--- config.mk ---
export PLATFORM = sky130hd
export DESIGN_NAME = vend_credit_ctrl
export DESIGN_NICKNAME = d
export VERILOG_FILES = /design/src/rtl/vend_pkg.sv /design/src/rtl/vend_change_sel.sv /design/src/rtl/vend_credit_ctrl.sv
export SDC_FILE = /design/constraint.sdc
export NUM_CORES = 1
export LEC_CHECK = 0
export BUFFER_PORTS_ARGS = -buffer_cell sky130_fd_sc_hd__buf_4
export CAP_MARGIN = 20
export CORE_ASPECT_RATIO = 0.7
export CORE_MARGIN = 2
export CORE_UTILIZATION = 40
export CTS_CLUSTER_SIZE = 25
export DETAILED_ROUTE_END_ITERATION = 7
export GPL_TIMING_DRIVEN = 1
export SYNTH_ARGS = -nofsm -noshare
export SYNTH_HDL_FRONTEND = slang
export SYNTH_SLANG_ARGS = --single-unit
export TNS_END_PERCENT = 1
--- constraint.sdc ---
create_clock -name clk -period 10.6 [get_ports clk]
set_clock_uncertainty 0.05 [all_clocks]
set_input_delay 2.12 -clock clk [delete_from_list [all_inputs] [get_ports clk]]
set_output_delay 2.12 -clock clk [all_outputs]
set_load 0.05 [all_outputs]
--- src/rtl/vend_pkg.sv ---
`default_nettype none
// ============================================================================
// Module   : vend_pkg
// Purpose  : Shared encodings for the vending credit controller: coin codes
//            and values, product codes and prices, FSM states, change coins.
// Revision : 1.0 - initial release
// ============================================================================
package vend_pkg;

   // Inserted-coin encodings
   localparam logic [1:0] c_COIN_NICKEL  = 2'b00;
   localparam logic [1:0] c_COIN_DIME    = 2'b01;
   localparam logic [1:0] c_COIN_QUARTER = 2'b10;
   localparam logic [1:0] c_COIN_DOLLAR  = 2'b11;

   // Coin values in cents
   localparam logic [7:0] c_VAL_NICKEL  = 8'd5;
   localparam logic [7:0] c_VAL_DIME    = 8'd10;
   localparam logic [7:0] c_VAL_QUARTER = 8'd25;
   localparam logic [7:0] c_VAL_DOLLAR  = 8'd100;

   // Product encodings (bit position of the matching vend line)
   localparam logic [1:0] c_PROD_APPLE  = 2'b00;
   localparam logic [1:0] c_PROD_BANANA = 2'b01;
   localparam logic [1:0] c_PROD_CARROT = 2'b10;
   localparam logic [1:0] c_PROD_DATE   = 2'b11;

   // Product prices in cents
   localparam logic [7:0] c_PRICE_APPLE  = 8'd75;
   localparam logic [7:0] c_PRICE_BANANA = 8'd20;
   localparam logic [7:0] c_PRICE_CARROT = 8'd30;
   localparam logic [7:0] c_PRICE_DATE   = 8'd40;

   // Change-coin encodings (dollar is never returned)
   localparam logic [1:0] c_CHG_NICKEL  = 2'b00;
   localparam logic [1:0] c_CHG_DIME    = 2'b01;
   localparam logic [1:0] c_CHG_QUARTER = 2'b10;

   typedef enum logic [1:0] {
      ST_IDLE   = 2'd0,
      ST_BUY    = 2'd1,
      ST_CHANGE = 2'd2
   } state_t;

   function automatic logic [7:0] coin_value(input logic [1:0] code);
      logic [7:0] v;
      case (code)
         c_COIN_NICKEL:  v = c_VAL_NICKEL;
         c_COIN_DIME:    v = c_VAL_DIME;
         c_COIN_QUARTER: v = c_VAL_QUARTER;
         default:        v = c_VAL_DOLLAR;
      endcase
      return v;
   endfunction

   function automatic logic [7:0] product_price(input logic [1:0] code);
      logic [7:0] p;
      case (code)
         c_PROD_APPLE:  p = c_PRICE_APPLE;
         c_PROD_BANANA: p = c_PRICE_BANANA;
         c_PROD_CARROT: p = c_PRICE_CARROT;
         default:       p = c_PRICE_DATE;
      endcase
      return p;
   endfunction

endpackage
`default_nettype wire

--- src/rtl/vend_change_sel.sv ---
`default_nettype none
// ============================================================================
// Module   : vend_change_sel
// Purpose  : Greedy change-coin chooser. Picks the largest of quarter, dime,
//            nickel not exceeding the given credit; o_valid is low when the
//            credit is below a nickel.
// Revision : 1.0 - initial release
// ============================================================================
module vend_change_sel
   import vend_pkg::*;
(
   input  logic [7:0] i_credit,
   output logic       o_valid,
   output logic [1:0] o_coin,
   output logic [7:0] o_value
);

   // Largest-coin-first selection
   always_comb begin
      o_valid = 1'b0;
      o_coin  = c_CHG_NICKEL;
      o_value = 8'd0;
      if (i_credit >= c_VAL_QUARTER) begin
         o_valid = 1'b1;
         o_coin  = c_CHG_QUARTER;
         o_value = c_VAL_QUARTER;
      end else if (i_credit >= c_VAL_DIME) begin
         o_valid = 1'b1;
         o_coin  = c_CHG_DIME;
         o_value = c_VAL_DIME;
      end else if (i_credit >= c_VAL_NICKEL) begin
         o_valid = 1'b1;
         o_coin  = c_CHG_NICKEL;
         o_value = c_VAL_NICKEL;
      end
   end

endmodule
`default_nettype wire

--- src/rtl/vend_credit_ctrl.sv ---
`default_nettype none
// ============================================================================
// Module   : vend_credit_ctrl
// Purpose  : Coin credit accumulator and purchase sequencer in front of the
//            vending purchase manager. Collects coins, issues a buy strobe,
//            consumes the vend/error response and pays out change greedily.
// Revision : 1.0 - initial release
// ============================================================================
module vend_credit_ctrl
   import vend_pkg::*;
#(
   parameter int unsigned MAX_CREDIT = 200,
   parameter int unsigned TIMEOUT    = 16
)(
   input  logic       clk,
   input  logic       reset,
   input  logic       coin_valid,
   input  logic [1:0] coin_type,
   input  logic       buy_req,
   input  logic [1:0] product_sel,
   input  logic       refund_req,
   input  logic       apple,
   input  logic       banana,
   input  logic       carrot,
   input  logic       date,
   input  logic       error,
   output logic [7:0] credit,
   output logic       buy,
   output logic [1:0] product,
   output logic       coin_reject,
   output logic       deny,
   output logic       change_valid,
   output logic [1:0] change_coin,
   output logic       busy
);

   localparam int unsigned         c_TMO_W    = (TIMEOUT > 1) ? $clog2(TIMEOUT) : 1;
   localparam logic [c_TMO_W-1:0]  c_TMO_LAST = c_TMO_W'(TIMEOUT - 1);
   localparam logic [8:0]          c_MAX_SUM  = 9'(MAX_CREDIT);

   state_t               r_state;
   state_t               w_next_state;
   logic [7:0]           r_credit;
   logic [7:0]           w_next_credit;
   logic [1:0]           r_product;
   logic [1:0]           w_next_product;
   logic [c_TMO_W-1:0]   r_tmo;
   logic [c_TMO_W-1:0]   w_next_tmo;
   logic                 w_deny;
   logic                 w_reject;
   logic [8:0]           w_sum;
   logic [3:0]           w_vend;
   logic [3:0]           w_want;
   logic [7:0]           w_price;

   logic                 r_buy;
   logic                 r_busy;
   logic                 r_deny;
   logic                 r_reject;
   logic                 r_chg_valid;
   logic [1:0]           r_chg_coin;
   logic [7:0]           r_chg_value;

   logic                 w_sel_valid;
   logic [1:0]           w_sel_coin;
   logic [7:0]           w_sel_value;
   logic                 w_chg_issue;

   // Change coin for the credit that will be held next cycle, so the coin is
   // presented during the CHANGE cycle whose closing edge deducts it.
   vend_change_sel u_change_sel (
      .i_credit (w_next_credit),
      .o_valid  (w_sel_valid),
      .o_coin   (w_sel_coin),
      .o_value  (w_sel_value)
   );

   assign w_chg_issue = (w_next_state == ST_CHANGE) && w_sel_valid;

   // Next-state, next-credit and pulse decisions
   always_comb begin
      w_next_state   = r_state;
      w_next_credit  = r_credit;
      w_next_product = r_product;
      w_next_tmo     = r_tmo;
      w_deny         = 1'b0;
      w_reject       = coin_valid;
      w_sum          = {1'b0, r_credit} + {1'b0, coin_value(coin_type)};
      w_vend         = {date, carrot, banana, apple};
      w_want         = 4'b0001 << r_product;
      w_price        = product_price(r_product);

      case (r_state)
         ST_IDLE: begin
            w_next_tmo = '0;
            if (refund_req) begin
               if (r_credit != 8'd0) begin
                  w_next_state = ST_CHANGE;
               end
            end else if (buy_req) begin
               w_next_product = product_sel;
               w_next_state   = ST_BUY;
            end else if (coin_valid && (w_sum <= c_MAX_SUM)) begin
               w_next_credit = w_sum[7:0];
               w_reject      = 1'b0;
            end
         end

         ST_BUY: begin
            if ((w_vend != 4'b0000) || error) begin
               // Only the exact product line, with no error and enough credit,
               // counts as a vend; anything else is a failed purchase.
               if (!error && (w_vend == w_want) && (r_credit >= w_price)) begin
                  w_next_credit = r_credit - w_price;
                  w_next_state  = (r_credit == w_price) ? ST_IDLE : ST_CHANGE;
               end else begin
                  w_deny       = 1'b1;
                  w_next_state = ST_IDLE;
               end
            end else if (r_tmo == c_TMO_LAST) begin
               w_deny       = 1'b1;
               w_next_state = ST_IDLE;
            end else begin
               w_next_tmo = r_tmo + 1'b1;
            end
         end

         ST_CHANGE: begin
            if (r_chg_valid) begin
               w_next_credit = r_credit - r_chg_value;
               if (w_next_credit == 8'd0) begin
                  w_next_state = ST_IDLE;
               end
            end else begin
               // Sub-nickel residue cannot be paid out; discard it.
               w_next_credit = 8'd0;
               w_next_state  = ST_IDLE;
            end
         end

         default: begin
            w_next_state = ST_IDLE;
         end
      endcase
   end

   // State and registered outputs
   always_ff @(posedge clk or posedge reset) begin
      if (reset) begin
         r_state     <= ST_IDLE;
         r_credit    <= 8'd0;
         r_product   <= 2'b00;
         r_tmo       <= '0;
         r_buy       <= 1'b0;
         r_busy      <= 1'b0;
         r_deny      <= 1'b0;
         r_reject    <= 1'b0;
         r_chg_valid <= 1'b0;
         r_chg_coin  <= 2'b00;
         r_chg_value <= 8'd0;
      end else begin
         r_state     <= w_next_state;
         r_credit    <= w_next_credit;
         r_product   <= w_next_product;
         r_tmo       <= w_next_tmo;
         r_buy       <= (w_next_state == ST_BUY);
         r_busy      <= (w_next_state != ST_IDLE);
         r_deny      <= w_deny;
         r_reject    <= w_reject;
         r_chg_valid <= w_chg_issue;
         r_chg_coin  <= w_chg_issue ? w_sel_coin : 2'b00;
         r_chg_value <= w_chg_issue ? w_sel_value : 8'd0;
      end
   end

   assign credit       = r_credit;
   assign buy          = r_buy;
   assign product      = r_product;
   assign coin_reject  = r_reject;
   assign deny         = r_deny;
   assign change_valid = r_chg_valid;
   assign change_coin  = r_chg_coin;
   assign busy         = r_busy;

endmodule
`default_nettype wire

==> results of run 1 <==
-- per-stage QoR --
step | std cells | util | power, uW | hold WS [ns]
5_1_grt | 458 | 0.469 | 1100 | 0.550
2_1_floorplan | 338 | - | 738 | 0.447
3_5_place_dp | 453 | 0.454 | 914 | 0.489
3_3_place_gp | 453 | 0.454 | 914 | 0.468
6_report | 458 | 0.469 | 1020 | 0.515
4_1_cts | 457 | 0.465 | 1010 | 0.514
-- worst max-delay path: cells and delay by family --
| family | cells | cell delay [ns] |
|---|---|---|
| AND/OR/NAND/NOR | 4 | 0.78 |
| multiplexers | 1 | 0.38 |
| XOR/XNOR | 1 | 0.22 |
| buffers and inverters | 2 | 0.20 |
| adder cells (fa/ha/maj) | 3 | 0.95 |
| AO/OA/AOI/OAI | 5 | 1.66 |
-- final timing paths --
kind	from	slack [ns]	to	cells after the start
worst max-delay path	coin_type[0]	4.43	change_valid	16
worst min-delay path	r_tmo[3]	0.51	r_tmo[3]	2
worst max register to register	product[0]	6.06	change_valid	14
worst min register to register	r_tmo[3]	0.51	r_tmo[3]	2
max in group asynchronous	reset	8.34	r_tmo[2]	3
min in group asynchronous	reset	1.75	buy	2
-- per-layer routing --
metal / up-vias / global-route usage
li1: 1291 / -
met5: - / 0
met4: 0 / 0.0307
met1: 1248 / 0.342
met3: 9 / 0.0428
met2: 99 / 0.302
-- power by group through the flow --
stage / registers [uW] / logic [uW] / clock network (uW)
finish: 202 / 730 / 87.8
CTS: 200 / 719 / 87.7
detailed placement: 202 / 713 / 0
floorplan: 232 / 506 / 0
global placement: 202 / 712 / 0
global route: 208 / 802 / 91.4
-- placed cells by master, fill, tap and decap left out, drive strengths merged, types with 3 or more instances in the layout --
| cell | count |
|---|---|
| o21ai | 18 |
| ha | 28 |
| nor3 | 13 |
| a21o | 7 |
| inv | 31 |
| nor4 | 8 |
| xor2 | 7 |
| a22oi | 6 |
| and2 | 3 |
| buf | 31 |
| nand4 | 3 |
| fa | 3 |
| nor2b | 6 |
| dfrtp | 26 |
| a31oi | 8 |
| nor2 | 31 |
| nor3b | 3 |
| nand3 | 8 |
| o211a | 4 |
| mux2i | 5 |
| nand2 | 21 |
| nand2b | 9 |
| xnor2 | 11 |
| a21oi | 22 |
| clkbuf | 3 |
| a211oi | 3 |
| o31ai | 4 |
-- cell families after synthesis --
logic type,Yosys count,synth area share
xor gates and xnor gates,18,0.0599
adders and majority gates,31,0.149
and+or+nand+nor,119,0.228
buffers and inverters,42,0.0617
muxes,7,0.0263
AOI/OAI and AO/OA,95,0.239
DFF,26,0.236
-- cells in the mapped netlist (8+ instances only) --
master,count,area (um2)
nand2b_1,9,56.3
inv_1,31,116
a21oi_1,22,110
dfrtp_1,26,651
nor3_1,13,65.1
nor2_1,31,116
ha_1,28,350
o21ai_0,17,85.1
xnor2_1,10,87.6
nand2_1,21,78.8
a31oi_1,8,50.1
-- final cells by class --
| class | instances | area [um2] | share of cell area |
|---|---|---|---|
| Multi-Input combinational cell | 270 | 1940 | 0.614 |
| Sequential cell | 26 | 651 | 0.206 |
| Timing Repair Buffer | 31 | 253 | 0.0801 |
| Inverter | 33 | 124 | 0.0393 |
| Tap cell | 94 | 118 | 0.0373 |
| Clock buffer | 3 | 41.3 | 0.0131 |
| Clock inverter | 1 | 30.0 | 0.00952 |
-- registers in the layout, summed over array words and instances (netlist names) --
name and flops:
r_chg_value 4, r_state 2, buy 1, deny 1, r_tmo 4, busy 1, credit 8, change_valid 1
change_coin 1, coin_reject 1, product 2
==> results.yml, run 1 <==
logic_synthesis:
  ys_seq_elements: 26
  seq_area_frac_synth: 0.236
  netlist_instances: 338
  avgSynthCellArea_um2: 8.16
  ys_types: 67
  synth_edf_count: 0
  synthFlopType: "dfrtp_1"
  syn_nets: 383
  synth_area_um2: 2760
  synth_warnings: 0
  async_reset_ff_frac: 1.00
floorplanning:
  dieArea_um2: 7590
  fp.dieW_um: 103
  start_util: 0.410
  core-area_um2: 6730
  rows: 25
  die_h_um: 73.5
  ios: 31
detailed_routing:
  firstDrtPassIters: 5
  drt-total-wl_um: 7690
  routedWlPerCell_um: 16.8
  drc_errors: 0
  met3_length_um: 563
  routed-via-count: 2647
  postRouteAntennaNets: 0
  dr_wl_met2_um: 3130
  top_layer: "met4"
  wl_met1_um: 3920
  via_per_inst: 5.78
  drtIter0Drc: 269
worst_setup_path:
  startpoint_type: "primary input"
  crit_chain: "buf_4 > ha_1 > nor2_1 > ha_1 > inv_1 > fa_1 > nand2b_1 > a2111oi_2 > nor2_1 > xnor2_2 > o31ai_4 > mux2_1 > o31ai_2 > a21boi_1 > o32a_1 > or2_1"
  cp-end-kind: "flip-flop"
  cp_data_required_time_ns: 10.73
  path_max_fanout: 11
  path_class: "primary input to flip-flop"
  worst_ep_arrival_time_ns: 6.29
  slowest_delay_ns: 0.46
  slowest_stage: "o31ai_4"
final_layout:
  fill_cells: 680
  drive_above_1_share: 0.124
  diodes: 0
  area_growth_pct: 14.3
  fin_area_um2: 3150
  nets: 410
timing:
  hold_violations: 0
  fmax_ghz: 0.162
  relSlewSlack: 0.436
  setup_tns_ns: 0
  final.min_clock_period_ns: 6.17
  min_period_over_period: 0.582
  rsz0062_at_grt: "no"
  tightest_slew_ns: 0.844
  setup_ws_ns: 4.43
  drv_slew: 0
  setup_viol: 0
placed_design:
  dpl_cell_area_um2: 3060
  port_buffers: 30
  gp_congestion: 0.925
  dp_slack_ns: 4.19
  dp_hpwl_um: 6050
flow_run:
  maxCapViolCount: 0
cts:
  cts_tree: "done"
  cts_setup_buffers: 0
  clkSlewWorstSetupHoldPaths_ns: 0.11
  clk_latency_ns: 0.29
  post_cts_resized: 0
  clock-sinks: 26
  clock_path_buffers: 2
  cts-root-buf: "clkbuf_8"
  ctsHoldBuffers: 0
  clock_tree.htree_level_count: 1
  cts_buffers: 3
power:
  clock_power_share: 0.086
  seq_power_share: 0.198
  p_sw_frac: 0.550
  powerDensity_nw_per_um2: 323
  p_leak_uw: 0.00143
  p_int_uw: 458
  ir_drop_v: 0.000155
  combPwrFrac: 0.716
  p_sw_uw: 561
global_route:
  grt_use_total: 0.215
  grt_pass1_vias: 2443
  overflow: 0
  antenna_found_initial: 0
  grt_pass1_wl_um: 12600
  grt_max_degree: 27
min_path:
  worst_hold_path_type: "flip-flop to flip-flop"
outcome:
  status: "finished, final reports clean"
(Power assumes the default switching activity.)
==> run 2, diff against run 1 <==
--- a/config.mk
+++ b/config.mk
@@ -5,6 +5,7 @@
 export SDC_FILE = /design/constraint.sdc
 export NUM_CORES = 1
 export LEC_CHECK = 0
+export ABC_AREA = 1
 export BUFFER_PORTS_ARGS = -buffer_cell sky130_fd_sc_hd__buf_4
 export CAP_MARGIN = 20
 export CORE_ASPECT_RATIO = 0.7
==> constraint.sdc (replaced) <==
create_clock -name clk -period 5.5 [get_ports clk]
set_clock_uncertainty 0.05 [all_clocks]
set_input_delay 1.1 -clock clk [delete_from_list [all_inputs] [get_ports clk]]
set_output_delay 1.1 -clock clk [all_outputs]
set_load 0.05 [all_outputs]
==> run 2 against run 1 <==
Effect of this change: final area increased by 5.6%; total power increased by 81%; flip-flop and latch count unchanged; highest routed layer unchanged; worst hold slack got worse by 0.037 ns; routed wire length decreased by 1.1%; via count increased by 6.1%.
==> results.yml, run 2 <==
worst_setup_path:
  r2r_slack_ns: 2.08
  reg2reg_depth: 20
  startpoint_type: "primary input"
  path_max_fanout: 10
  r2r-end: "r_chg_value[0]"
  cp_data_required_time_ns: 5.66
  slowest_delay_ns: 0.39
  worst_ep_arrival_time_ns: 4.01
  reg2reg_from: "product[0]"
  slowest_stage: "fa_1"
  crit_chain: "buf_4 > ha_1 > nor2_1 > ha_1 > inv_1 > fa_1 > nand3b_1 > nand2_1 > xor2_1 > nand3_1 > nand3_4 > nand3_4 > nand2_2 > nand3_2 > nand3_4 > nor2_1 > nand2_1 > nor2_2 > inv_1 > nand2_1 > nor2_1"
  cp-end-kind: "flip-flop"
  path_class: "primary input to flip-flop"
logic_synthesis:
  synthTopCellsByCount: "nand2_1, inv_1, nor2_1, nand3_1, ha_1"
  synth-compound-area-share: 0.0750
  synthAdderAreaFrac: 0.140
  synth.largest_area_cell: "dfrtp_1"
  synth-xor-area-share: 0.0358
  yosysMostFrequentCell: "nand2_1"
  synth_top_area_frac: 0.222
  ys_types: 37
  synthFlopType: "dfrtp_1"
  synth_edf_count: 0
  async_reset_ff_frac: 1.00
  seq_area_frac_synth: 0.222
  ys_seq_elements: 26
  syn_nets: 481
  avgSynthCellArea_um2: 6.73
  yosys.area_share.simple: 0.407
  synth_mux_area_frac: 0.00341
  synth_warnings: 0
  synthTopCellsByArea: "dfrtp_1, nand2_1, ha_1"
  synth_area_um2: 2940
  netlist_instances: 436
  synth_top_family_by_area: "simple AND/OR/NAND/NOR gates"
placed_design:
  port_buffers: 30
  dp_hpwl_um: 6400
  dp.cells: 556
  gp_congestion: 0.881
floorplanning:
  dieArea_um2: 8050
  ios: 31
  rows: 26
  die_h_um: 75.7
  core-area_um2: 7190
  start_util: 0.408
  fp.dieW_um: 106
min_path:
  hp-start: "r_tmo[0]"
  min_to: "r_tmo[0]"
  hold_path_depth: 1
  worst_hold_path_type: "flip-flop to flip-flop"
detailed_routing:
  drt-total-wl_um: 7600
  drc_errors: 0
  via_per_inst: 5.00
  drtIter0Drc: 213
  routed-via-count: 2809
  firstDrtPassIters: 5
  routedWlPerCell_um: 13.5
  postRouteAntennaNets: 0
global_route:
  antenna_found_initial: 0
  overflow: 0
  grt_max_degree: 27
  grt_pass1_wl_um: 12300
  grt_pass1_vias: 2500
  grt_use_total: 0.196
timing:
  hold_violations: 0
  tightest_slew_ns: 0.932
  relSlewSlack: 0.376
  setup_viol: 0
  fmax_ghz: 0.260
  drv_slew: 0
  holdWs_ns: 0.478
  rsz0062_at_grt: "no"
  min_period_over_period: 0.699
  final.min_clock_period_ns: 3.85
  setup_tns_ns: 0
final_layout:
  diodes: 0
  stdcell_count: 562
  final_common_cell: "nand2_1"
  largest_reg_flops: 8
  nets: 510
  drive_above_1_share: 0.175
  area_growth_pct: 13.4
  final_cell_mix: "nand2_1, inv_1, nor2_1, nand3_1, buf_4"
power:
  p_leak_uw: 0.00184
  powerDensity_nw_per_um2: 554
  ir_drop_v: 0.000222
cts:
  clock-sinks: 26
  clock_tree.htree_level_count: 1
  cts_buffers: 3
  clkSlewWorstSetupHoldPaths_ns: 0.09
  post_cts_resized: 0
  cts_setup_buffers: 0
  cts-root-buf: "clkbuf_8"
  cts_tree: "done"
  ctsHoldBuffers: 0
  clk_latency_ns: 0.27
  clock_path_buffers: 2
flow_run:
  maxCapViolCount: 0
outcome:
  status: "finished, final reports clean"
run 2: cell types whose count changed after synthesis, moves of 8 or more:
| cell | before | now |
|---|---|---|
| nand2_2 | 0 | 13 |
| nand2_1 | 21 | 113 |
| nor2_1 | 31 | 39 |
| nand3_1 | 7 | 31 |
| inv_1 | 31 | 64 |
| nor3_1 | 13 | 5 |
| o21ai_0 | 17 | 9 |
| nand4_1 | 3 | 18 |
| inv_2 | 0 | 9 |
| nand2b_1 | 9 | 0 |
run 2: per-layer routing:
layer  vias to the layer above  global-route usage  part of all wire  wire length, um
met5                         -                   0                 0                0
met4                         0              0.0395             0.013               97
met3                         9              0.0334             0.076              577
met2                        80               0.296              0.38             2930
met1                      1265               0.297              0.53             4000
li1                       1455                   -                 -                -
run 2: worst max-delay path by stage:
| stage | start | endpoint | cells past startpoint |
|---|---|---|---|
| final | coin_type[0] | change_coin[0] | 21 |
| after global routing | coin_type[0] | r_chg_value[0] | 23 |
| after CTS | coin_type[0] | change_coin[0] | 20 |
| after detailed placement | coin_type[0] | change_coin[0] | 20 |
| after global placement | coin_type[0] | change_coin[0] | 20 |
| after floorplan | coin_type[0] | r_chg_value[0] | 19 |
run 2: kinds of logic (layout without fill, tap and decap cells):
group | after synthesis | after routing
AND/OR/NAND/NOR | 244 | 244
buffers and inverters | 84 | 112
AO/OA/AOI/OAI | 38 | 38
adder cells (fa/ha/maj) | 31 | 31
flip-flops | 26 | 26
XOR/XNOR | 12 | 12
multiplexers | 1 | 1
run 2: report_power, final:
part           total, uW  switching, uW  internal [uW]
clock network        161           63.2           97.5
logic               1350            886            462
registers            334           89.3            245
run 2: metrics by stage:
step	utilization	instance area, um2	setup WS (ns)	power, uW
6_report	0.463	3330	1.65	1840
5_1_grt	0.463	3330	1.36	2020
4_1_cts	0.459	3300	1.66	1840
3_5_place_dp	0.449	3230	1.35	1670
3_3_place_gp	0.449	3230	1.42	1660
2_1_floorplan	-	2940	1.83	1360
run 2: cell type report:
cell class,instances,area [um2]
inverter,76,288
clock buffer,3,41.3
timing repair buffer,32,258
sequential,26,651
multi-input combinational,326,1940
clock inverter,1,30.0
fill,746,3860
tap,98,123
run 2: critical path, delay by kind of cell:
kind	cells	cell delay [ns]
adder cells (fa/ha/maj)	3	0.85
XOR/XNOR	1	0.20
buffers and inverters	3	0.24
AND/OR/NAND/NOR	14	1.62
